<file path="config.mk">
export PLATFORM = sky130hd
export DESIGN_NAME = axis_flow_meter
export DESIGN_NICKNAME = d
export VERILOG_FILES = /design/src/rtl/flow_meter_pkg.sv /design/src/rtl/axis_skid_buf.sv /design/src/rtl/axis_flow_meter.sv
export SDC_FILE = /design/constraint.sdc
export NUM_CORES = 2
export LEC_CHECK = 0
export CAP_MARGIN = 5
export CORE_MARGIN = 2
export CORE_UTILIZATION = 51
export CTS_CLUSTER_DIAMETER = 40
export DETAILED_ROUTE_END_ITERATION = 10
export PLACE_DENSITY = 0.85
export RECOVER_POWER = 50
export SLEW_MARGIN = 25
export SYNTH_ARGS = -nofsm -noshare
export SYNTH_HDL_FRONTEND = slang
export SYNTH_SLANG_ARGS = --single-unit
</file>
<file path="constraint.sdc">
create_clock -name aclk -period 3.9 [get_ports aclk]
set_clock_uncertainty 0.15 [all_clocks]
set_input_delay 0.78 -clock aclk [delete_from_list [all_inputs] [get_ports aclk]]
set_output_delay 0.78 -clock aclk [all_outputs]
set_load 0.05 [all_outputs]
</file>
<file path="src/rtl/flow_meter_pkg.sv">
// Shared types and helpers for the AXI-Stream flow meter.
package flow_meter_pkg;

    typedef enum logic [0:0] {
        ST_OFF = 1'b0,
        ST_RUN = 1'b1
    } meter_state_t;

    // Bytes carried by one accepted beat; an over-large empty count on the last beat still counts one byte.
    function automatic int unsigned beat_bytes(input int unsigned bytes_per_beat,
                                               input logic        last,
                                               input int unsigned mty);
        int unsigned n;
        if (!last) begin
            n = bytes_per_beat;
        end else if (mty >= bytes_per_beat) begin
            n = 32'd1;
        end else begin
            n = bytes_per_beat - mty;
        end
        return n;
    endfunction

endpackage

</file>
<file path="src/rtl/axis_skid_buf.sv">
// Two-entry skid buffer: output register plus one skid register, ready driven from a flop.
module axis_skid_buf #(
    parameter int C_WIDTH = 262
) (
    input  logic               aclk,
    input  logic               aresetn,
    input  logic               s_valid,
    output logic               s_ready,
    input  logic [C_WIDTH-1:0] s_data,
    output logic               m_valid,
    input  logic               m_ready,
    output logic [C_WIDTH-1:0] m_data
);

    logic               out_valid_r, out_valid_nxt_s;
    logic               skid_valid_r, skid_valid_nxt_s;
    logic               ready_r;
    logic [C_WIDTH-1:0] out_data_r, out_data_nxt_s;
    logic [C_WIDTH-1:0] skid_data_r, skid_data_nxt_s;
    logic               in_hs_s;
    logic               out_free_s;

    // Next-state for both entries; the skid entry only fills while the output is stalled.
    always_comb begin
        in_hs_s          = s_valid && ready_r;
        out_free_s       = !out_valid_r || m_ready;
        out_valid_nxt_s  = out_valid_r;
        out_data_nxt_s   = out_data_r;
        skid_valid_nxt_s = skid_valid_r;
        skid_data_nxt_s  = skid_data_r;
        if (out_free_s) begin
            if (skid_valid_r) begin
                out_valid_nxt_s  = 1'b1;
                out_data_nxt_s   = skid_data_r;
                skid_valid_nxt_s = 1'b0;
            end else if (in_hs_s) begin
                out_valid_nxt_s = 1'b1;
                out_data_nxt_s  = s_data;
            end else begin
                out_valid_nxt_s = 1'b0;
            end
        end else if (in_hs_s) begin
            skid_valid_nxt_s = 1'b1;
            skid_data_nxt_s  = s_data;
        end else begin
            skid_valid_nxt_s = skid_valid_r;
        end
    end

    // Entry registers; ready drops only when the skid entry (and hence both) will be full.
    always_ff @(posedge aclk) begin
        if (!aresetn) begin
            out_valid_r  <= 1'b0;
            out_data_r   <= {C_WIDTH{1'b0}};
            skid_valid_r <= 1'b0;
            skid_data_r  <= {C_WIDTH{1'b0}};
            ready_r      <= 1'b0;
        end else begin
            out_valid_r  <= out_valid_nxt_s;
            out_data_r   <= out_data_nxt_s;
            skid_valid_r <= skid_valid_nxt_s;
            skid_data_r  <= skid_data_nxt_s;
            ready_r      <= !skid_valid_nxt_s;
        end
    end

    assign s_ready = ready_r;
    assign m_valid = out_valid_r;
    assign m_data  = out_data_r;

endmodule

</file>
<file path="src/rtl/axis_flow_meter.sv">
// AXI-Stream pass-through with windowed byte/packet rate metering.
// Optional peak-rate tracking is built when FLOW_METER_PEAK_EN is defined.
module axis_flow_meter
    import flow_meter_pkg::*;
#(
    parameter int C_DATA_WIDTH    = 256,
    parameter int C_MTY_WIDTH     = 5,
    parameter int C_WINDOW_CYCLES = 156250000,
    parameter int C_CNT_WIDTH     = 48
) (
    input  logic                    aclk,
    input  logic                    aresetn,
    input  logic                    s_axis_tvalid,
    input  logic [C_DATA_WIDTH-1:0] s_axis_tdata,
    input  logic                    s_axis_tlast,
    input  logic [C_MTY_WIDTH-1:0]  s_axis_tuser_mty,
    output logic                    s_axis_tready,
    output logic                    m_axis_tvalid,
    output logic [C_DATA_WIDTH-1:0] m_axis_tdata,
    output logic                    m_axis_tlast,
    output logic [C_MTY_WIDTH-1:0]  m_axis_tuser_mty,
    input  logic                    m_axis_tready,
    input  logic                    meter_en,
`ifdef FLOW_METER_PEAK_EN
    input  logic                    peak_clr,
    output logic [C_CNT_WIDTH-1:0]  peak_bytes,
`endif
    output logic                    rate_valid,
    output logic [C_CNT_WIDTH-1:0]  rate_bytes,
    output logic [C_CNT_WIDTH-1:0]  rate_pkts
);

    localparam int C_BYTES_PER_BEAT = C_DATA_WIDTH / 8;
    localparam int C_PAYLOAD_W      = C_DATA_WIDTH + C_MTY_WIDTH + 1;
    localparam int C_TIMER_W        = $clog2(C_WINDOW_CYCLES);
    localparam logic [C_TIMER_W-1:0] C_TIMER_LAST = C_TIMER_W'(C_WINDOW_CYCLES - 1);

    logic [C_PAYLOAD_W-1:0] m_payload_s;
    logic                   in_hs_s;
    logic [C_CNT_WIDTH-1:0] beat_bytes_s;
    logic [C_CNT_WIDTH:0]   byte_sum_s, pkt_sum_s;
    logic [C_CNT_WIDTH-1:0] byte_sat_s, pkt_sat_s;
    meter_state_t           state_r, state_nxt_s;
    logic                   run_s, close_s;
    logic [C_TIMER_W-1:0]   timer_r;
    logic [C_CNT_WIDTH-1:0] acc_bytes_r, acc_pkts_r;
    logic                   rate_valid_r;
    logic [C_CNT_WIDTH-1:0] rate_bytes_r, rate_pkts_r;

    axis_skid_buf #(
        .C_WIDTH (C_PAYLOAD_W)
    ) u_skid (
        .aclk    (aclk),
        .aresetn (aresetn),
        .s_valid (s_axis_tvalid),
        .s_ready (s_axis_tready),
        .s_data  ({s_axis_tlast, s_axis_tuser_mty, s_axis_tdata}),
        .m_valid (m_axis_tvalid),
        .m_ready (m_axis_tready),
        .m_data  (m_payload_s)
    );

    assign {m_axis_tlast, m_axis_tuser_mty, m_axis_tdata} = m_payload_s;

    // This cycle's contribution, added to the accumulators with saturation.
    always_comb begin
        in_hs_s = s_axis_tvalid && s_axis_tready;
        if (in_hs_s) begin
            beat_bytes_s = C_CNT_WIDTH'(beat_bytes(C_BYTES_PER_BEAT, s_axis_tlast, 32'(s_axis_tuser_mty)));
        end else begin
            beat_bytes_s = {C_CNT_WIDTH{1'b0}};
        end
        byte_sum_s = {1'b0, acc_bytes_r} + {1'b0, beat_bytes_s};
        pkt_sum_s  = {1'b0, acc_pkts_r} + {{C_CNT_WIDTH{1'b0}}, in_hs_s && s_axis_tlast};
        byte_sat_s = byte_sum_s[C_CNT_WIDTH] ? {C_CNT_WIDTH{1'b1}} : byte_sum_s[C_CNT_WIDTH-1:0];
        pkt_sat_s  = pkt_sum_s[C_CNT_WIDTH]  ? {C_CNT_WIDTH{1'b1}} : pkt_sum_s[C_CNT_WIDTH-1:0];
    end

    // Control FSM state register.
    always_ff @(posedge aclk) begin
        if (!aresetn) begin
            state_r <= ST_OFF;
        end else begin
            state_r <= state_nxt_s;
        end
    end

    // Control FSM next state.
    always_comb begin
        state_nxt_s = state_r;
        case (state_r)
            ST_OFF:  state_nxt_s = meter_en ? ST_RUN : ST_OFF;
            ST_RUN:  state_nxt_s = meter_en ? ST_RUN : ST_OFF;
            default: state_nxt_s = ST_OFF;
        endcase
    end

    // Control FSM outputs; a RUN cycle with meter_en low discards the partial window.
    always_comb begin
        run_s   = 1'b0;
        close_s = 1'b0;
        case (state_r)
            ST_OFF: begin
                run_s   = 1'b0;
                close_s = 1'b0;
            end
            ST_RUN: begin
                run_s   = meter_en;
                close_s = meter_en && (timer_r == C_TIMER_LAST);
            end
            default: begin
                run_s   = 1'b0;
                close_s = 1'b0;
            end
        endcase
    end

    // Window timer, accumulators and published rate.
    always_ff @(posedge aclk) begin
        if (!aresetn) begin
            timer_r      <= {C_TIMER_W{1'b0}};
            acc_bytes_r  <= {C_CNT_WIDTH{1'b0}};
            acc_pkts_r   <= {C_CNT_WIDTH{1'b0}};
            rate_valid_r <= 1'b0;
            rate_bytes_r <= {C_CNT_WIDTH{1'b0}};
            rate_pkts_r  <= {C_CNT_WIDTH{1'b0}};
        end else if (close_s) begin
            timer_r      <= {C_TIMER_W{1'b0}};
            acc_bytes_r  <= {C_CNT_WIDTH{1'b0}};
            acc_pkts_r   <= {C_CNT_WIDTH{1'b0}};
            rate_valid_r <= 1'b1;
            rate_bytes_r <= byte_sat_s;
            rate_pkts_r  <= pkt_sat_s;
        end else if (run_s) begin
            timer_r      <= timer_r + C_TIMER_W'(1'b1);
            acc_bytes_r  <= byte_sat_s;
            acc_pkts_r   <= pkt_sat_s;
            rate_valid_r <= 1'b0;
        end else begin
            timer_r      <= {C_TIMER_W{1'b0}};
            acc_bytes_r  <= {C_CNT_WIDTH{1'b0}};
            acc_pkts_r   <= {C_CNT_WIDTH{1'b0}};
            rate_valid_r <= 1'b0;
        end
    end

    assign rate_valid = rate_valid_r;
    assign rate_bytes = rate_bytes_r;
    assign rate_pkts  = rate_pkts_r;

`ifdef FLOW_METER_PEAK_EN
    logic [C_CNT_WIDTH-1:0] peak_bytes_r;

    // Highest closed-window byte count; a clear beats a same-cycle update.
    always_ff @(posedge aclk) begin
        if (!aresetn) begin
            peak_bytes_r <= {C_CNT_WIDTH{1'b0}};
        end else if (peak_clr) begin
            peak_bytes_r <= {C_CNT_WIDTH{1'b0}};
        end else if (close_s && (byte_sat_s > peak_bytes_r)) begin
            peak_bytes_r <= byte_sat_s;
        end else begin
            peak_bytes_r <= peak_bytes_r;
        end
    end

    assign peak_bytes = peak_bytes_r;
`endif

endmodule

</file>
==> metrics <==
outcome finished with violations; violated checks max-capacitance violations, max-slew violations; part of the power in registers approximately two fifths; CTS root buf clkbuf_16; Hold Crit Depth 2; first-pass GRT wire length between 100000 and 150000 um; nets@finish roughly 4300; Post-Synth XOR/XNOR Area 2.74%; GR Util All Layers between 20% and 30%; Cell Area, Synth about 0.030 mm2; initial antenna violation count 22; most common cell in the netlist dfxtp_1; maximum fanout along the worst path 6; routed wl met3 ~8100 um; Sink Count around 750; total congestion overflow 0; total leakage power around 14 nW; Setup CP Type input pin to flip-flop; Unique masters post-synth 64; post-CTS setup buffers 0; total power between 15 and 20 mW; min cycle time layout 3.75 ns; flops & latches, synth ~750; synth top area cells dfxtp_1 (50%), mux2i_1 (8.8%), nand2_1 (7.4%); FF-to-FF path depth 12; Post-synth EDFFs 0; Sw Ratio approximately a quarter; Fin. Hold Viols 0; post-synthesis sequential area ratio roughly 50%; synthesis-to-finish area growth 35.5%; post-DP HPWL approximately 63000 um; Tcrit/Tclk final between 90 and 100%; compound-cell area share of the yosys netlist between 10% and 20%; die area a little over 0.06 mm2; Worst setup SP type input pin; critical path capture point type flip-flop; Worst EP arrival 4.10 ns; CTS tree built; deepest clock path buffer count 3; post-cts hold buffer count 0; fin. max-slew vios just over 200; Warnings, synthesis 0; PD cells 486 mW/mm2; ANT nets after route 0; clock power share about half; TNS Setup 0 ns; Internal between 10 and 15 mW; Via Count 27443; standard-cell rows approximately 90; Post-Synth Adder-Cell Area less than 1%; Primary FF master, synth dfxtp_1; drt first pass iters 7; slew margin rel. -45.8%; First DRT Iteration DRCs 1927; worst skew pair latency between 0.6 and 0.7 ns; Inserted Clock Buffers between 90 and 100; RSZ-0062 raised after global routing false; Top Metal Used met5; mux contribution to synthesized area roughly 9%; Worst-path clk slew about 0.06 ns; Die H around 250 um; WL met1 roughly 36000 um; Mapped Cells about 3500; required time worst endpoint approximately 4.3 ns; # resized after CTS 0; max_cap viols 1; Post-synth top cells dfxtp_1 (749), nand2_1 (596), nor2_1 (463), a21oi_1 (356), a211oi_1 (279); Post-Syn Nets between 3000 and 4000; vias in the first global route 26050; largest family of logic cells by synthesized area simple AND/OR/NAND/NOR gates; DRC 0; Synth async-reset ratio 0%; maximum vdd drop 415 uV; fmax between 200 and 300 MHz; core area 0.0579 mm2; post-synth top area share roughly half; initial core utilization 51.9%; Comb power frac around 11%; Synth Area in Simple Gates around 18%; final setup violation count 0; post-DR vias/cell around 5.6; IO Count roughly 630; Port-buffer cells 627; Wirelength per Cell 19.3 um; Switch Pwr ~5.2 mW; Slew @ Worst Pin about 2.2 ns; share of cells above drive strength 1 7.60%; largest net degree at the start of global routing a little over 200; min-delay worst type flip-flop to flip-flop; routability cong. ~0.93; WL final about 94000 um; Syn Area/Cell 8.67 um2; cell taking the most area after synthesis dfxtp_1; WL met2 44300 um; die width around 250 um; H-tree lvl count 3
==> cells in the final DEF (no fill, tap or decap), types with 18 or more instances in the layout <==
master / n
dfxtp_1: 748
clkdlybuf4s50_1: 600
nand2_1: 596
nor2_1: 461
a21oi_1: 356
a211oi_1: 279
mux2i_1: 265
clkbuf_16: 101
o21ai_0: 67
buf_4: 65
xnor2_1: 60
nand3_1: 52
nand4_1: 43
xor2_1: 34
dlygate4sd3_1: 26
nor3_1: 25
diode_2: 24
inv_1: 24
and4_1: 18
==> worst max-delay path: stages <==
cell             delay, ns
clkdlybuf4s50_1       0.43
or3_1                 0.39
or3_1                 0.33
a21oi_1               0.27
ha_1                  0.32
a21oi_1               0.21
nand2_1               0.12
o211ai_1              0.61
buf_4                 0.24
nor2_1                0.05
xnor2_1               0.24
a21oi_1               0.11
==> flip-flops by register name (all words and copies together) (netlist names) <==
register	count
state_r	1
u_skid.m_valid	1
acc_pkts_r	48
u_skid.s_ready	1
rate_valid	1
u_skid.skid_valid_r	1
rate_bytes	48
rate_pkts	48
acc_bytes_r	48
timer_r	28
u_skid.m_data	262
u_skid.skid_data_r	262
==> layout make-up <==
cell class	count	area, um2
inverters	25	101
repair buffers	722	7110
diodes	24	60.1
multi-input cells	2424	13900
flip-flops and latches	749	15000
clock inverters	70	908
clock buffers	117	2680
fillers	4134	17200
well taps	765	957
==> metal layers <==
metal  vias up  GRT usage (%)
met3       309           8.11
met5         -              0
met1     12880           34.9
met4         8           17.8
met2      1061           47.3
li1      13185              -
==> through the flow <==
stage,instances,util [%],instance area (um2),worst slack [ns],hold WS [ns]
finish,4896,70.3,40700,0.155,0.301
global route,4888,70.3,40700,0.0541,0.315
CTS,4872,70.4,40800,0.274,0.303
detailed placement,4685,64.3,37200,-0.384,0.296
global placement,4685,64.3,37200,-0.231,0.290
floorplan,3463,-,30000,0.337,0.276
==> power groups by stage <==
stage / sequential (mW) / combinational [mW] / clock [mW]
after floorplan: 8.85 / 0.564 / 0
after global placement: 8.16 / 2.15 / 0
after detailed placement: 8.17 / 2.18 / 0
after CTS: 8.01 / 2.20 / 9.69
after global routing: 8.03 / 2.31 / 10.0
final: 8.01 / 2.19 / 9.58
==> kinds of logic (layout without fill, tap and decap cells) <==
group / count (synthesis) / in the layout
mux: 265 / 265
flops: 749 / 749
simple gates: 1283 / 1283
xor+xnor: 94 / 94
compound gates: 771 / 771
other cells: 0 / 24
fa+ha+maj: 11 / 11
buf+inv: 290 / 934
==> path summary, 6_finish.rpt <==
path / slack [ns] / endpoint / startpoint
worst max-delay path: 0.15 / rate_bytes[29] / s_axis_tuser_mty[0]
worst min-delay path: 0.30 / u_skid.skid_data_r[46] / u_skid.skid_data_r[46]
worst max register to register: 0.64 / rate_bytes[14] / u_skid.s_ready
worst min register to register: 0.30 / u_skid.skid_data_r[46] / u_skid.skid_data_r[46]
Power figures use the tool's default switching activity.
